## src/rtl/uart_rx.sv

```systemverilog
// 8N1 UART receiver: two-flop input synchroniser, mid-bit sampling, a
// one-cycle valid strobe per good byte, a one-cycle frame_err strobe per
// bad stop bit, and a break hold that waits for the line to return high.
module uart_rx #(
  parameter int CLKS_PER_BIT = 5209,
  parameter int HALF_BIT     = CLKS_PER_BIT / 2
) (
  input  logic       clk,
  input  logic       rst_n,
  input  logic       rx,
  output logic [7:0] data,
  output logic       valid,
  output logic       frame_err,
  output logic       busy
);

  localparam int CW = $clog2(CLKS_PER_BIT);

  typedef enum logic [2:0] {
    IDLE,
    START,
    DATA,
    STOP,
    BREAK
  } state_t;

  state_t          state_reg, state_next;
  logic [CW-1:0]   cnt_reg, cnt_next;
  logic [2:0]      bit_idx_reg, bit_idx_next;
  logic [7:0]      shift_reg, shift_next;
  logic [7:0]      data_reg, data_next;
  logic            valid_reg, valid_next;
  logic            frame_err_reg, frame_err_next;
  logic            busy_reg;
  logic            rx_meta_reg;
  logic            rx_s;

  // Two-flop synchroniser; both flops reset to the idle (high) line level.
  always_ff @(posedge clk) begin
    if (!rst_n) begin
      rx_meta_reg <= 1'b1;
      rx_s        <= 1'b1;
    end else begin
      rx_meta_reg <= rx;
      rx_s        <= rx_meta_reg;
    end
  end

  // State, datapath and output registers.
  always_ff @(posedge clk) begin
    if (!rst_n) begin
      state_reg     <= IDLE;
      cnt_reg       <= '0;
      bit_idx_reg   <= '0;
      shift_reg     <= '0;
      data_reg      <= 8'h00;
      valid_reg     <= 1'b0;
      frame_err_reg <= 1'b0;
      busy_reg      <= 1'b0;
    end else begin
      state_reg     <= state_next;
      cnt_reg       <= cnt_next;
      bit_idx_reg   <= bit_idx_next;
      shift_reg     <= shift_next;
      data_reg      <= data_next;
      valid_reg     <= valid_next;
      frame_err_reg <= frame_err_next;
      busy_reg      <= (state_next != IDLE);
    end
  end

  // Next-state logic: the counter clears on every state change, so each
  // state times its own interval from zero.
  always_comb begin
    state_next     = state_reg;
    cnt_next       = cnt_reg;
    bit_idx_next   = bit_idx_reg;
    shift_next     = shift_reg;
    data_next      = data_reg;
    valid_next     = 1'b0;
    frame_err_next = 1'b0;

    case (state_reg)
      IDLE: begin
        if (!rx_s) begin
          state_next = START;
          cnt_next   = '0;
        end
      end

      START: begin
        if (cnt_reg == CW'(HALF_BIT - 1)) begin
          cnt_next = '0;
          if (!rx_s) begin
            state_next   = DATA;
            bit_idx_next = '0;
          end else begin
            // Start bit did not survive to mid-period: treat as a glitch.
            state_next = IDLE;
          end
        end else begin
          cnt_next = cnt_reg + CW'(1);
        end
      end

      DATA: begin
        if (cnt_reg == CW'(CLKS_PER_BIT - 1)) begin
          cnt_next     = '0;
          shift_next   = {rx_s, shift_reg[7:1]};
          bit_idx_next = bit_idx_reg + 3'd1;
          if (bit_idx_reg == 3'd7) begin
            state_next = STOP;
          end
        end else begin
          cnt_next = cnt_reg + CW'(1);
        end
      end

      STOP: begin
        if (cnt_reg == CW'(CLKS_PER_BIT - 1)) begin
          cnt_next = '0;
          if (rx_s) begin
            data_next  = shift_reg;
            valid_next = 1'b1;
            state_next = IDLE;
          end else begin
            frame_err_next = 1'b1;
            state_next     = BREAK;
          end
        end else begin
          cnt_next = cnt_reg + CW'(1);
        end
      end

      BREAK: begin
        // Hold off until the line goes idle so a stuck-low line is not
        // mistaken for a stream of start bits.
        if (rx_s) begin
          state_next = IDLE;
        end
      end

      default: begin
        state_next = IDLE;
        cnt_next   = '0;
      end
    endcase
  end

  assign data      = data_reg;
  assign valid     = valid_reg;
  assign frame_err = frame_err_reg;
  assign busy      = busy_reg;

endmodule

```

## config.mk

```make
export PLATFORM = sky130hd
export DESIGN_NAME = uart_rx
export DESIGN_NICKNAME = d
export VERILOG_FILES = /design/src/rtl/uart_rx.sv
export SDC_FILE = /design/constraint.sdc
export NUM_CORES = 1
export LEC_CHECK = 0
export ABC_AREA = 1
export BUFFER_PORTS_ARGS = -buffer_cell sky130_fd_sc_hd__buf_2
export CAP_MARGIN = 10
export CORE_ASPECT_RATIO = 1.1
export CORE_UTILIZATION = 59
export CTS_CLUSTER_SIZE = 24
export DETAILED_ROUTE_END_ITERATION = 6
export PLACE_DENSITY = 0.81
export SLEW_MARGIN = 5
export SYNTH_ARGS = -nofsm -noshare
export SYNTH_HDL_FRONTEND = slang
export SYNTH_SLANG_ARGS = --single-unit
```

## constraint.sdc

```tcl
create_clock -name clk -period 1.8 [get_ports clk]
set_clock_uncertainty 0.1 [all_clocks]
set_input_delay 0.36 -clock clk [delete_from_list [all_inputs] [get_ports clk]]
set_output_delay 0.36 -clock clk [all_outputs]
set_load 0.1 [all_outputs]
```

==> out/summary.txt, run 1 <==
outcome -> finished, final reports clean
RSZ-0062 raised after global routing -> false
Reg clk slew, reported paths -> 120 ps
vias post-DR -> 1,697
Routed WL -> 3850 um
Int Pwr -> 1.06 mW
data required time of the critical path -> 1950 ps
number of flip-flops in the largest register -> 13
count of flip-flops with a built-in enable after synthesis -> 0
Synth async-reset ratio -> 0
maximum count of clock buffers along a single path -> 2
Final Cycle Share -> 0.894
fmax -> 0.621 GHz
most area-hungry cell type in the Yosys netlist -> sky130_fd_sc_hd__dfxtp_1
Routed WL per cell -> 12.3 um
count of pins over their slew limit -> 0
kind of path behind the tightest hold check -> in2reg
maximum number of pins on one net before global-route repair -> 20
largest voltage drop on the vdd net -> 553 uV
crit end category -> flop
average instance area after synthesis -> 7.73 sq um
sequential element share of the synthesized area -> 0.399
TritonCTS clock tree -> built
Hold Violations, Final -> 0
core area -> 0.00315 sq mm
per-cell via count in the routed design -> 5.42
Total Power Consumption -> 1.41 mW
number of DRC violations after detailed-routing iteration 0 -> 61
Yosys Warn Count -> 0
die width -> 57.6 um
utilization after layout -> 0.688
area of the multi-input gates -> 0.00106 sq mm
portion of synthesized cell area occupied by the leading cell type -> 0.399
total power divided by cell area -> 649 mW/mm^2
startpoint kind of the worst setup timing path -> flop
final estimated routing congestion in global placement -> 0.880
top_reg_cell synth -> sky130_fd_sc_hd__dfxtp_1
die area -> 0.00364 sq mm
flop and latch count out of synthesis -> 40
part of the total power dissipated in combinational logic -> 0.058
cells taking the most area after synthesis -> sky130_fd_sc_hd__dfxtp_1, sky130_fd_sc_hd__nor2_1, sky130_fd_sc_hd__nand2_1
Cells after Synth -> 260
Post-CTS Hold Buffers -> 0
post-route antenna net violation count -> 0
# IOs -> 14
final-layout worst hold slack -> 89.2 ps
Slew Limit Headroom -> 0.678
1st-pass router iterations -> 4
largest fanout of any net on the critical path -> 10
Worst-Skew Late Latency -> 350 ps
startpoint-to-endpoint class of the critical path -> reg2reg
max cap viols -> 0
post-synthesis cell area -> 0.00201 sq mm
Sw Share -> 0.249
ratio of cells with drive above 1 in the final layout -> 0.240
Initial Utilization -> 0.637
HPWL Detailed -> 2860 um
transition time at the pin with the least slew margin -> 487 ps
number of H-tree levels -> 2
minimum clock period -> 1610 ps
sinks on the clock net -> 40
FP Rows -> 21
distinct cell type count of the synthesized netlist -> 33
nets@finish -> 286
clock power share -> 0.305
DR DRC count -> 0
NetSw -> 0.352 mW
net count after synthesis -> 267
antenna violations before repair -> 0
number of setup violations in the final report -> 0
Sequential Area -> 802 sq um
arrival time at the worst endpoint -> 1760 ps
Area Overhead vs Synth -> 8.03%
leakage -> 0.997 nW
via count of the first global-routing pass -> 1,570
global route overflow -> 0
Setup TNS -> 0 ps
TritonCTS Buffers -> 5
count of inserted antenna diode cells -> 0
first-pass GRT wire length -> 6980 um
buffer type at the clock tree root -> sky130_fd_sc_hd__clkbuf_4
number of fill cells -> 262
proportion of power drawn by flip-flops and latches -> 0.637
port bufs -> 13
Vert. Die Dim -> 63.2 um
GRT Resource Usage Total -> 0.246
[critical path, stage by stage (launching register included)]
cell,delay (ps)
sky130_fd_sc_hd__dfxtp_1,370
sky130_fd_sc_hd__inv_1,70
sky130_fd_sc_hd__ha_1,180
sky130_fd_sc_hd__nand2_1,100
sky130_fd_sc_hd__clkinv_1,80
sky130_fd_sc_hd__nand2_2,100
sky130_fd_sc_hd__nor2_8,60
sky130_fd_sc_hd__nand3_4,110
sky130_fd_sc_hd__nand2_2,100
sky130_fd_sc_hd__o21ai_0,180
sky130_fd_sc_hd__nor2_1,50
[logic make-up (layout without fill, tap and decap cells)]
kind of cell / after synthesis / in the layout / synth area share
simple gates: 142 / 142 / 0.389
flops: 40 / 40 / 0.399
buf+inv: 37 / 56 / 0.0766
compound gates: 33 / 33 / 0.0940
fa+ha+maj: 4 / 4 / 0.0249
xor+xnor: 4 / 4 / 0.0174
[power groups by stage]
stage	logic [mW]	registers, mW	clock network (mW)
after floorplan	0.0558	0.926	0
after global placement	0.0813	0.917	0
after detailed placement	0.0816	0.917	0
after CTS	0.0818	0.897	0.440
after global routing	0.0911	0.899	0.483
final	0.0822	0.897	0.430
[per-stage QoR]
stage	std cells	setup WS, ps	cell area (sq um)
floorplan	260	315	2010
global placement	306	154	2110
detailed placement	306	132	2110
CTS	313	110	2160
global route	313	25.7	2170
finish	313	190	2170
[path summary, 6_finish.rpt]
kind / from / endpoint / slack [ps] / depth (start not counted)
max: cnt_reg[1] / bit_idx_reg[0] / 190 / 10
min: rx / rx_meta_reg / 90 / 2
max reg2reg: cnt_reg[1] / bit_idx_reg[0] / 190 / 10
min reg2reg: rx_meta_reg / rx_s / 330 / 1
[per-layer routing]
metal | share of wire | up-vias | global-route usage
li1 | - | 871 | -
met1 | 0.49 | 779 | 0.349
met2 | 0.44 | 41 | 0.365
met3 | 0.061 | 6 | 0.0575
met4 | 0.014 | 0 | 0.0793
met5 | 0 | - | 0
[layout by cell type (no fill, tap or decap), types with 2 or more instances in the layout]
| cell type | Yosys | layout |
|---|---|---|
| sky130_fd_sc_hd__buf_4 | 0 | 3 |
| sky130_fd_sc_hd__inv_1 | 25 | 25 |
| sky130_fd_sc_hd__nor2_2 | 8 | 9 |
| sky130_fd_sc_hd__nand2_2 | 6 | 6 |
| sky130_fd_sc_hd__ha_1 | 4 | 3 |
| sky130_fd_sc_hd__nor2_8 | 3 | 3 |
| sky130_fd_sc_hd__nand2_1 | 35 | 35 |
| sky130_fd_sc_hd__buf_2 | 2 | 13 |
| sky130_fd_sc_hd__nand4_2 | 2 | 2 |
| sky130_fd_sc_hd__dfxtp_1 | 40 | 39 |
| sky130_fd_sc_hd__a21oi_1 | 6 | 6 |
| sky130_fd_sc_hd__inv_2 | 6 | 6 |
| sky130_fd_sc_hd__nand4_1 | 6 | 6 |
| sky130_fd_sc_hd__nand2_4 | 3 | 3 |
| sky130_fd_sc_hd__a21oi_2 | 2 | 2 |
| sky130_fd_sc_hd__nor2_4 | 2 | 2 |
| sky130_fd_sc_hd__nand3_1 | 18 | 18 |
| sky130_fd_sc_hd__nor3_1 | 3 | 3 |
| sky130_fd_sc_hd__clkbuf_4 | 0 | 5 |
| sky130_fd_sc_hd__xor2_1 | 4 | 4 |
| sky130_fd_sc_hd__nand3_4 | 3 | 3 |
| sky130_fd_sc_hd__o21ai_1 | 11 | 11 |
| sky130_fd_sc_hd__nor2_1 | 49 | 48 |
| sky130_fd_sc_hd__or2_2 | 2 | 2 |
| sky130_fd_sc_hd__o21ai_0 | 10 | 10 |
[synth_stat cells, types with 4 or more instances]
master	n
sky130_fd_sc_hd__ha_1	4
sky130_fd_sc_hd__nand4_1	6
sky130_fd_sc_hd__dfxtp_1	40
sky130_fd_sc_hd__nor2_1	49
sky130_fd_sc_hd__nand3_1	18
sky130_fd_sc_hd__nand2_1	35
sky130_fd_sc_hd__nand2_2	6
sky130_fd_sc_hd__inv_1	25
sky130_fd_sc_hd__a21oi_1	6
sky130_fd_sc_hd__o21ai_1	11
sky130_fd_sc_hd__o21ai_0	10
sky130_fd_sc_hd__nor2_2	8
sky130_fd_sc_hd__inv_2	6
sky130_fd_sc_hd__xor2_1	4
[final cells by class]
type,instances,share of cell area
tap,34,0.0196
sequential,40,0.369
clock inverter,2,0.00576
multi-input combinational,183,0.488
clock buffer,5,0.0173
inverter,33,0.0594
timing repair buffer,16,0.0403
[repair_timing]
item,4_1_cts,5_1_grt
endpoints found under the setup margin,0,11
gates resized for setup,0,3
buffers inserted,0,0
Power figures use the tool's default switching activity.
==> inputs of run 2 (changes only) <==
--- a/config.mk
+++ b/config.mk
@@ -9,10 +9,11 @@
 export BUFFER_PORTS_ARGS = -buffer_cell sky130_fd_sc_hd__buf_2
 export CAP_MARGIN = 10
 export CORE_ASPECT_RATIO = 1.1
-export CORE_UTILIZATION = 59
+export CORE_UTILIZATION = 60
+export CTS_BUF_LIST = sky130_fd_sc_hd__clkbuf_4 sky130_fd_sc_hd__clkbuf_8
 export CTS_CLUSTER_SIZE = 24
 export DETAILED_ROUTE_END_ITERATION = 6
-export PLACE_DENSITY = 0.81
+export PLACE_DENSITY = 0.82
 export SLEW_MARGIN = 5
 export SYNTH_ARGS = -nofsm -noshare
 export SYNTH_HDL_FRONTEND = slang
==> out/summary.txt, run 2 (synthesized netlist as in run 1, its figures left out) <==
endpoint of the worst setup timing path -> cnt_reg[0]
TritonCTS clock tree -> built
number of H-tree levels -> 2
reg-to-reg critical path endpoint -> cnt_reg[0]
worst r2r path cells -> 9
number of flip-flops in the largest register -> 13
Critical Path Source -> cnt_reg[0]
DR DRC count -> 2
Sequential Area -> 801 sq um
FP Rows -> 21
port bufs -> 13
via count of the first global-routing pass -> 1,523
largest fanout of any net on the critical path -> 6
GRT Resource Usage Total -> 0.244
startpoint-to-endpoint class of the critical path -> reg2reg
RSZ-0062 raised after global routing -> false
maximum count of clock buffers along a single path -> 2
number of buffers inserted by post-CTS setup repair -> 0
number of setup violations in the final report -> 0
number of fill cells -> 266
final estimated routing congestion in global placement -> 0.856
Slew Limit Headroom -> 0.675
startpoint kind of the worst setup timing path -> flop
die area -> 0.00358 sq mm
Routed WL -> 3900 um
post-route antenna net violation count -> 0
Setup TNS -> 0 ps
transition time at the pin with the least slew margin -> 491 ps
first-pass GRT wire length -> 6790 um
core area -> 0.00313 sq mm
Initial Utilization -> 0.643
Routed WL per cell -> 12.4 um
commonest cells after routing, fill and taps aside -> sky130_fd_sc_hd__nor2_1, sky130_fd_sc_hd__dfxtp_1, sky130_fd_sc_hd__nand2_1
sinks on the clock net -> 40
crit end category -> flop
Post-Layout Cell Count -> 315
data required time of the critical path -> 1960 ps
1st-pass router iterations -> 6
minimum clock period -> 1680 ps
Vert. Die Dim -> 62.7 um
Post-CTS Hold Buffers -> 0
leakage -> 1.02 nW
count of inserted antenna diode cells -> 0
TritonCTS Buffers -> 5
Area Overhead vs Synth -> 9.96%
outcome -> finished with violations
post-route worst setup slack -> 123 ps
r2r setup slk -> 120 ps
antenna violations before repair -> 0
ratio of cells with drive above 1 in the final layout -> 0.238
buffer type at the clock tree root -> sky130_fd_sc_hd__clkbuf_4
utilization after layout -> 0.707
largest voltage drop on the vdd net -> 576 uV
count of pins over their slew limit -> 0
Worst-Skew Late Latency -> 360 ps
Reg clk slew, reported paths -> 130 ps
Final Cycle Share -> 0.931
commonest non-fill, non-tap cell in the layout -> sky130_fd_sc_hd__nor2_1
# IOs -> 14
max cap viols -> 0
violated checks -> design-rule violations
launch instance of the worst register-to-register path -> cnt_reg[0]
HPWL Detailed -> 2900 um
die width -> 57.2 um
vias post-DR -> 1,694
worst setup slack before clock tree synthesis -> 107 ps
Hold Violations, Final -> 0
per-cell via count in the routed design -> 5.38
Total Power Consumption -> 1.60 mW
Post-CTS Resized -> 0
total power divided by cell area -> 724 mW/mm^2
number of DRC violations after detailed-routing iteration 0 -> 58
kind of path behind the tightest hold check -> in2reg
global route overflow -> 0
nets@finish -> 287
area of the multi-input gates -> 0.00106 sq mm
fmax -> 0.596 GHz
arrival time at the worst endpoint -> 1840 ps
placed insts -> 307
maximum number of pins on one net before global-route repair -> 22
==> run 2: final cells by class <==
cell class / count / area share
multi-input combinational: 183 / 0.478
tap: 34 / 0.0193
timing repair buffer: 17 / 0.0430
clock buffer: 5 / 0.0170
inverter: 33 / 0.0583
clock inverter: 3 / 0.0215
sequential: 40 / 0.362
==> run 2: worst min-delay path by stage <==
| stage | depth (start not counted) | to | start | slack [ps] |
|---|---|---|---|---|
| after global placement | 1 | rx_s | rx_meta_reg | 310 |
| final | 2 | rx_meta_reg | rx | 70 |
| after floorplan | 1 | rx_s | rx_meta_reg | 290 |
| after detailed placement | 1 | rx_s | rx_meta_reg | 310 |
| after global routing | 2 | rx_meta_reg | rx | 60 |
| after CTS | 2 | rx_meta_reg | rx | 80 |
==> run 2: report_power, final <==
group          total (mW)  switching [mW]  leakage (nW)  internal, mW
Clock               0.617           0.320        0.0454         0.297
Combinational      0.0849          0.0579         0.653        0.0270
Sequential          0.898         0.00650         0.323         0.892
==> run 2: per-layer routing <==
layer / vias up / GRT usage / routed length, um
met3: 6 / 0.0559 / 227
met4: 0 / 0.0823 / 61
li1: 876 / - / -
met1: 767 / 0.345 / 1900
met2: 45 / 0.365 / 1710
met5: - / 0 / 0
==> run 2: worst max-delay path, stage by stage (launching register included) <==
cell                      delay [ps]
sky130_fd_sc_hd__dfxtp_1         350
sky130_fd_sc_hd__inv_1            80
sky130_fd_sc_hd__ha_1            150
sky130_fd_sc_hd__nand2_1          70
sky130_fd_sc_hd__nor2_1          250
sky130_fd_sc_hd__nand3_4         170
sky130_fd_sc_hd__nand2_4         110
sky130_fd_sc_hd__nand3_4         120
sky130_fd_sc_hd__nand2_4         140
sky130_fd_sc_hd__a21oi_2          40
==> run 2: stage by stage <==
stage                     hold slack, ps  cell area [sq um]
after global placement               306               2120
after detailed placement             309               2120
after floorplan                      293               2010
after CTS                           78.0               2210
final                               71.0               2210
after global routing                61.1               2210
==> inputs of run 3 (changes only) <==
--- a/config.mk
+++ b/config.mk
@@ -13,6 +13,7 @@
 export CTS_BUF_LIST = sky130_fd_sc_hd__clkbuf_4 sky130_fd_sc_hd__clkbuf_8
 export CTS_CLUSTER_SIZE = 24
 export DETAILED_ROUTE_END_ITERATION = 6
+export GPL_TIMING_DRIVEN = 0
 export PLACE_DENSITY = 0.82
 export SLEW_MARGIN = 5
 export SYNTH_ARGS = -nofsm -noshare
==> constraint.sdc (replaced) <==
create_clock -name clk -period 1.8 [get_ports clk]
set_clock_uncertainty 0.1 [all_clocks]
set_input_delay 0.36 -clock clk [delete_from_list [all_inputs] [get_ports clk]]
set_output_delay 0.36 -clock clk [all_outputs]
set_load 0.02 [all_outputs]
==> out/summary.txt, run 3 (synthesized netlist as in run 1, its figures left out) <==
Vert. Die Dim -> 62.7 um
RSZ-0062 raised after global routing -> true
max cap viols -> 0
final non-filler cell area -> 0.00220 sq mm
crit end category -> flop
Area Overhead vs Synth -> 9.46%
Post-Layout Cell Count -> 314
startpoint-to-endpoint class of the critical path -> reg2reg
number of H-tree levels -> 2
proportion of power drawn by flip-flops and latches -> 0.562
data required time of the critical path -> 1970 ps
count of pins over their slew limit -> 0
Slew Limit Headroom -> 0.763
antenna violations before repair -> 0
commonest cells after routing, fill and taps aside -> sky130_fd_sc_hd__nor2_1, sky130_fd_sc_hd__dfxtp_1, sky130_fd_sc_hd__nand2_1
startpoint kind of the worst setup timing path -> flop
HPWL Detailed -> 2750 um
first-pass GRT wire length -> 6840 um
leakage -> 1.01 nW
Total Power Consumption -> 1.60 mW
largest fanout of any net on the critical path -> 6
largest voltage drop on the vdd net -> 648 uV
fmax -> 0.589 GHz
minimum clock period -> 1700 ps
total power divided by cell area -> 727 mW/mm^2
buffer type at the clock tree root -> sky130_fd_sc_hd__clkbuf_4
vias post-DR -> 1,667
arrival time at the worst endpoint -> 1870 ps
part of the total power dissipated in combinational logic -> 0.048
1st-pass router iterations -> 6
DR DRC count -> 2
NetSw -> 0.387 mW
Sw Share -> 0.242
Routed WL -> 3750 um
placed insts -> 306
port bufs -> 12
number of flip-flops in the largest register -> 13
die area -> 0.00358 sq mm
nets@finish -> 286
maximum number of pins on one net before global-route repair -> 15
number of DRC violations after detailed-routing iteration 0 -> 79
# IOs -> 14
commonest non-fill, non-tap cell in the layout -> sky130_fd_sc_hd__nor2_1
Post-CTS Resized -> 0
post-route worst setup slack -> 103 ps
kind of path behind the tightest hold check -> in2reg
transition time at the pin with the least slew margin -> 355 ps
TritonCTS clock tree -> built
core area -> 0.00313 sq mm
Worst-Skew Late Latency -> 370 ps
FP Rows -> 21
final estimated routing congestion in global placement -> 0.853
TritonCTS Buffers -> 5
worst setup slack before clock tree synthesis -> 124 ps
Hold Violations, Final -> 0
Int Pwr -> 1.21 mW
post-route antenna net violation count -> 0
outcome -> finished with violations
violated checks -> design-rule violations
Reg clk slew, reported paths -> 120 ps
die width -> 57.2 um
sinks on the clock net -> 40
Routed WL per cell -> 12.0 um
GRT Resource Usage Total -> 0.247
number of buffers inserted by post-CTS setup repair -> 0
Initial Utilization -> 0.643
Post-CTS Hold Buffers -> 0
per-cell via count in the routed design -> 5.31
global route overflow -> 0
ratio of cells with drive above 1 in the final layout -> 0.232
Final Cycle Share -> 0.943
number of setup violations in the final report -> 0
Setup TNS -> 0 ps
via count of the first global-routing pass -> 1,536
count of inserted antenna diode cells -> 0
clock power share -> 0.390
placed standard-cell area -> 0.00211 sq mm
maximum count of clock buffers along a single path -> 2
## run 3: changes by cell type in the layout (fill, tap and decap cells not counted)
| cell | before | now |
|---|---|---|
| sky130_fd_sc_hd__buf_4 | 4 | 0 |
| sky130_fd_sc_hd__buf_6 | 0 | 1 |
| sky130_fd_sc_hd__clkbuf_1 | 0 | 1 |
| sky130_fd_sc_hd__buf_2 | 13 | 14 |
## run 3: worst paths after layout
kind	from	end	slack (ps)	cells after the start
worst max-delay path	cnt_reg[0]	cnt_reg[7]	100	9
worst min-delay path	rx	rx_meta_reg	80	2
worst max register to register	cnt_reg[0]	cnt_reg[7]	100	9
worst min register to register	rx_meta_reg	rx_s	340	1
## run 3: final cells by class
type                            instances  area [sq um]
Multi-Input combinational cell        183          1060
Fill cell                             249           927
Sequential cell                        40           801
Inverter                               33           129
Timing Repair Buffer                   12          60.1
Clock inverter                          3          47.5
Tap cell                               34          42.5
Clock buffer                            5          37.5
Buffer                                  4          25.0
## run 3: routing by layer
metal,global-route usage,part of all wire,vias to the layer above
li1,-,-,870
met1,0.330,0.48,753
met2,0.381,0.44,39
met3,0.0642,0.060,5
met4,0.0915,0.012,0
met5,0,0,-
## run 3: power by group through the flow
stage	combinational [mW]	clock [mW]	sequential, mW
5_1_grt	0.0857	0.664	0.900
3_3_place_gp	0.0743	0	0.918
3_5_place_dp	0.0753	0	0.918
2_1_floorplan	0.0558	0	0.918
4_1_cts	0.0764	0.629	0.898
6_report	0.0768	0.625	0.899
## run 3: metrics by stage
stage,util,hold slack (ps)
3_3_place_gp,0.675,301
6_report,0.703,82.2
4_1_cts,0.703,70.4
5_1_grt,0.703,64.1
2_1_floorplan,-,293
3_5_place_dp,0.675,302
## run 3: worst max-delay path, stage by stage (launching register included)
cell and delay [ps]:
sky130_fd_sc_hd__dfxtp_1 360, sky130_fd_sc_hd__inv_1 90, sky130_fd_sc_hd__ha_1 170, sky130_fd_sc_hd__nand2_1 80, sky130_fd_sc_hd__nor2_1 230, sky130_fd_sc_hd__nand3_4 150
sky130_fd_sc_hd__nand2_4 100, sky130_fd_sc_hd__nand3_4 110, sky130_fd_sc_hd__nand2_4 140, sky130_fd_sc_hd__nor2_2 50
